[src/rtl/sha_pkg.sv]
// Shared types and sigma helpers for the SHA-256 message schedule.
// Optional perf counters in the sequencer are enabled by SHA_SCHED_PERF_EN.
package sha_pkg;

    localparam int SHA256_ROUNDS = 64;

    typedef logic [31:0] word_t;
    typedef logic [15:0][31:0] block_t;

    typedef enum logic {
        IDLE,
        RUN
    } sched_state_e;

    function automatic word_t sigma0(word_t x);
        return {x[6:0], x[31:7]} ^ {x[17:0], x[31:18]} ^ (x >> 3);
    endfunction

    function automatic word_t sigma1(word_t x);
        return {x[16:0], x[31:17]} ^ {x[18:0], x[31:19]} ^ (x >> 10);
    endfunction

endpackage

[src/rtl/sha_sched_next_word.sv]
// Combinational expansion of the next schedule word from the sliding window.
module sha_sched_next_word
    import sha_pkg::*;
(
    input  word_t q0,
    input  word_t q1,
    input  word_t q9,
    input  word_t q14,
    output word_t nw
);

    assign nw = sigma1(q14) + q9 + sigma0(q1) + q0;

endmodule

[src/rtl/sha_message_schedule_sequencer.sv]
// Streams W_0..W_63 of a 512-bit block through a 16-word sliding window.
// Define SHA_SCHED_PERF_EN to add block and stall counters.
module sha_message_schedule_sequencer
    import sha_pkg::*;
#(
    parameter int ROUNDS = 64,
    parameter int WORD_W = 32
) (
    input  logic              clk,
    input  logic              rst_n,
    input  logic              blk_valid_i,
    output logic              blk_ready_o,
    input  block_t            blk_i,
    output logic              w_valid_o,
    input  logic              w_ready_i,
    output logic [WORD_W-1:0] w_o,
    output logic [5:0]        t_o,
`ifdef SHA_SCHED_PERF_EN
    output logic [31:0]       blk_count_o,
    output logic [31:0]       stall_count_o,
`endif
    output logic              last_o
);

    if (ROUNDS != SHA256_ROUNDS || WORD_W != 32) begin : g_bad_cfg
        $error("sha_message_schedule_sequencer: ROUNDS must be 64, WORD_W 32");
    end

    sched_state_e state;
    block_t       q;
    logic [5:0]   t;
    word_t        nw;
    logic         hs;
    logic         at_last;

    sha_sched_next_word u_next (
        .q0  (q[0]),
        .q1  (q[1]),
        .q9  (q[9]),
        .q14 (q[14]),
        .nw  (nw)
    );

    assign w_valid_o   = (state == RUN);
    assign w_o         = q[0];
    assign t_o         = t;
    assign at_last     = (state == RUN) && (t == 6'd63);
    assign last_o      = at_last;
    assign hs          = w_valid_o && w_ready_i;
    assign blk_ready_o = (state == IDLE) || (at_last && w_ready_i);

    always_ff @(posedge clk or negedge rst_n) begin
        if (!rst_n) begin
            state <= IDLE;
            q     <= '0;
            t     <= '0;
        end else begin
            unique case (state)
                IDLE: begin
                    if (blk_valid_i) begin
                        q     <= blk_i;
                        t     <= '0;
                        state <= RUN;
                    end
                end
                RUN: begin
                    if (hs) begin
                        if (at_last) begin
                            // Back-to-back load keeps RUN with no bubble
                            t <= '0;
                            if (blk_valid_i) begin
                                q <= blk_i;
                            end else begin
                                state <= IDLE;
                            end
                        end else begin
                            q <= {nw, q[15:1]};
                            t <= t + 6'd1;
                        end
                    end
                end
                default: state <= IDLE;
            endcase
        end
    end

`ifdef SHA_SCHED_PERF_EN
    always_ff @(posedge clk or negedge rst_n) begin
        if (!rst_n) begin
            blk_count_o   <= '0;
            stall_count_o <= '0;
        end else begin
            if (hs && at_last) begin
                blk_count_o <= blk_count_o + 32'd1;
            end
            if (w_valid_o && !w_ready_i && stall_count_o != 32'hFFFF_FFFF) begin
                stall_count_o <= stall_count_o + 32'd1;
            end
        end
    end
`endif

endmodule

[config.mk]
export PLATFORM = sky130hd
export DESIGN_NAME = sha_message_schedule_sequencer
export DESIGN_NICKNAME = d
export VERILOG_FILES = /design/src/rtl/sha_pkg.sv /design/src/rtl/sha_sched_next_word.sv /design/src/rtl/sha_message_schedule_sequencer.sv
export SDC_FILE = /design/constraint.sdc
export NUM_CORES = 1
export LEC_CHECK = 0
export ABC_AREA = 1
export CORE_AREA = 2 2 220 309
export DETAILED_ROUTE_END_ITERATION = 10
export DIE_AREA = 0 0 222 311
export GPL_ROUTABILITY_DRIVEN = 0
export GPL_TIMING_DRIVEN = 0
export HOLD_SLACK_MARGIN = 0.05
export PLACE_DENSITY = 0.68
export SYNTH_ARGS = -nofsm -noshare
export SYNTH_HDL_FRONTEND = slang
export SYNTH_SLANG_ARGS = --single-unit
[constraint.sdc]
create_clock -name clk -period 4.3 [get_ports clk]
set_clock_uncertainty 0.2 [all_clocks]
set_input_delay 0.645 -clock clk [delete_from_list [all_inputs] [get_ports clk]]
set_output_delay 0.645 -clock clk [all_outputs]
set_load 0.02 [all_outputs]
==> run metrics <==
status=finished clean; I/O pins=557; crit path kind=reg2reg; r2r endpoint=q[502]$_DFFE_PN0P_; Min-Delay Path Class=in2async; Hold Fails Final Rpt=0; Routed Antenna Nets=0; Worst Tran Pin Value=1040 ps; Core Footprint=0.0663 mm²; most frequent cell after synthesis=nor3_1; vias in the first global route=29865; Syn Area/Cell=8.12 µm²; clock buffer depth=3; global-route congestion overflow total=0; placed cells=5058; Chip Height=311 µm; # port buffers=555; first-pass detailed-route iteration total=7; Worst EP arrival=4470 ps; Critical Path Fanout Max=5; syn_nets=4253; Yosys warning count=0; Root Driver=clkbuf_16; worst-skew pair later-pin latency=660 ps; WHS=199 ps; Synth async-reset ratio=1.00; mapped cell area=0.0296 mm²; DPL Wire Length=107 mm; gr usage total=0.382; Post-Synthesis Cells=3643; total number of vias=30102; Rows=112; fmax=237 MHz; startpoint class of the critical path=flop; WL/cell=26.0 µm; drt initial violations=3360; Nets=4853; minimum clock period=4220 ps; count of cell types in the netlist=40; largest net degree at the start of global routing=119; Worst R2R Start=q[43]$_DFFE_PN0P_; share of cells above drive strength 1=0.0795; max-cap check violation count=0; Area growth syn-to-layout=29.8%; CTS clk-pin slew, worst paths=70 ps; Yosys reg bits=519; Synth top area share=0.439; H-Tree Level Count=2; slew margin rel.=0.304; Vias/cell=5.84; Critical Path End Type=flop; wirelength, routed=134 mm; Post-synth top cells=nor3_1, dfrtp_1, nor2_1, inv_1, nand2_1; die area=0.0690 mm²; DRC=0; Reg2Reg Setup Slack=80 ps; fin crit share=0.982; Slew Limit Fails=0; Seq/Total Area, Yosys=0.439; endpoints failing setup=0; Layout Cells excl Fill=5155; clock sinks=519; CTS tree=done; cts bufs inserted=54; Post-synth EDFFs=0; Initial Util=0.446; predominant post-synthesis flop cell=dfrtp_1; initial antenna violation count=16; data required time of the worst path=4540 ps; R2R cell count=19; largest cells by area after synthesis=dfrtp_1, nor3_1, nor2_1; Layout fillers=6146; global-route wire length before repair=193 mm; post-synth top area cell=dfrtp_1; die width=222 µm
## routing by layer
metal	share of wire	global-route usage	vias to the layer above
li1	-	-	13468
met1	0.36	0.452	14255
met2	0.46	0.621	1894
met3	0.091	0.0686	477
met4	0.087	0.287	8
met5	0.00040	0.00631	-
## worst max path at each step
stage | end | slack [ps] | from | cells after the start
after floorplan | q[505]$_DFFE_PN0P_ | 670 | q[51]$_DFFE_PN0P_ | 21
after global placement | q[80]$_DFFE_PN0P_ | -21420 | rst_n | 1
after detailed placement | q[509]$_DFFE_PN0P_ | -240 | q[51]$_DFFE_PN0P_ | 21
after CTS | q[502]$_DFFE_PN0P_ | 10 | q[57]$_DFFE_PN0P_ | 20
after global routing | q[506]$_DFFE_PN0P_ | -30 | q[52]$_DFFE_PN0P_ | 18
final | q[502]$_DFFE_PN0P_ | 80 | q[43]$_DFFE_PN0P_ | 19
## metrics by stage
step	util	worst slack, ps	setup TNS [ps]	instance area [µm²]
global placement	0.546	-21420	-	36200
detailed placement	0.549	-236	-1220	36400
floorplan	-	666	0	29600
finish	0.580	75.4	0	38400
global route	0.579	-25.6	-40.4	38400
CTS	0.577	11.4	0	38300
## registers in the layout, summed over array words and instances, names as in the netlist
signal,count
q,480
t_o,6
w_o,32
w_valid_o,1
## layout make-up
| type | count | area [µm²] | share of cell area |
|---|---|---|---|
| multi-input cells | 2458 | 13900 | 0.362 |
| flip-flops and latches | 519 | 13000 | 0.338 |
| repair buffers | 562 | 5720 | 0.149 |
| clock buffers | 76 | 1600 | 0.0415 |
| plain buffers | 310 | 1520 | 0.0396 |
| inverters | 338 | 1270 | 0.0332 |
| well taps | 855 | 1070 | 0.0278 |
| clock inverters | 24 | 294 | 0.00765 |
| diodes | 13 | 32.5 | 0.000847 |
## layout by cell type (no fill, tap or decap), drive strengths merged
cell           instances
nor3                 892
clkdlybuf4s50        554
dfrtp                519
nor2                 498
inv                  339
nand2                309
buf                  199
clkbuf               194
a21oi                125
nand3                 86
o22ai                 85
xor2                  73
fa                    62
o21ai                 57
a221oi                56
xnor2                 53
a311oi                45
ha                    32
clkinv                16
a22o                  15
a22oi                 14
diode                 13
o311ai                13
a31oi                 11
o211ai                 9
nand4                  9
o21bai                 5
bufinv                 5
nand3b                 4
o21a                   2
clkinvlp               2
a21o                   1
and2                   1
o31ai                  1
dlygate4sd3            1
## worst max-delay path: stages (launching register included)
cell and delay [ps]:
dfrtp_1 340, buf_1 380, xor2_1 370, inv_1 110
fa_1 520, inv_1 50, fa_1 480, inv_1 50
ha_1 360, nand2_1 120, inv_1 80, nand3_1 80
nand2_1 140, nand2_1 100, nand2_2 140, nand2_1 80
nand3_1 70, nand3_1 150, nand2_1 110, o21ai_0 110
## kinds of logic after synthesis
logic type,count (synthesis),share of synthesized area
DFF,519,0.439
adders and majority gates,94,0.0555
and+or+nand+nor,1799,0.274
buffers and inverters,666,0.0967
xor gates and xnor gates,126,0.0373
AOI/OAI and AO/OA,439,0.0975
## what timing repair did
action,CTS,global route
resized for setup,5,34
endpoints found under the hold margin,214,0
endpoints found under the setup margin,15,22
pin swaps,0,1
setup buffers,1,0
hold buffers,1,0
Power is not shown: default switching activity piles up to over one toggle a cycle in this logic, so the estimate is an artifact.
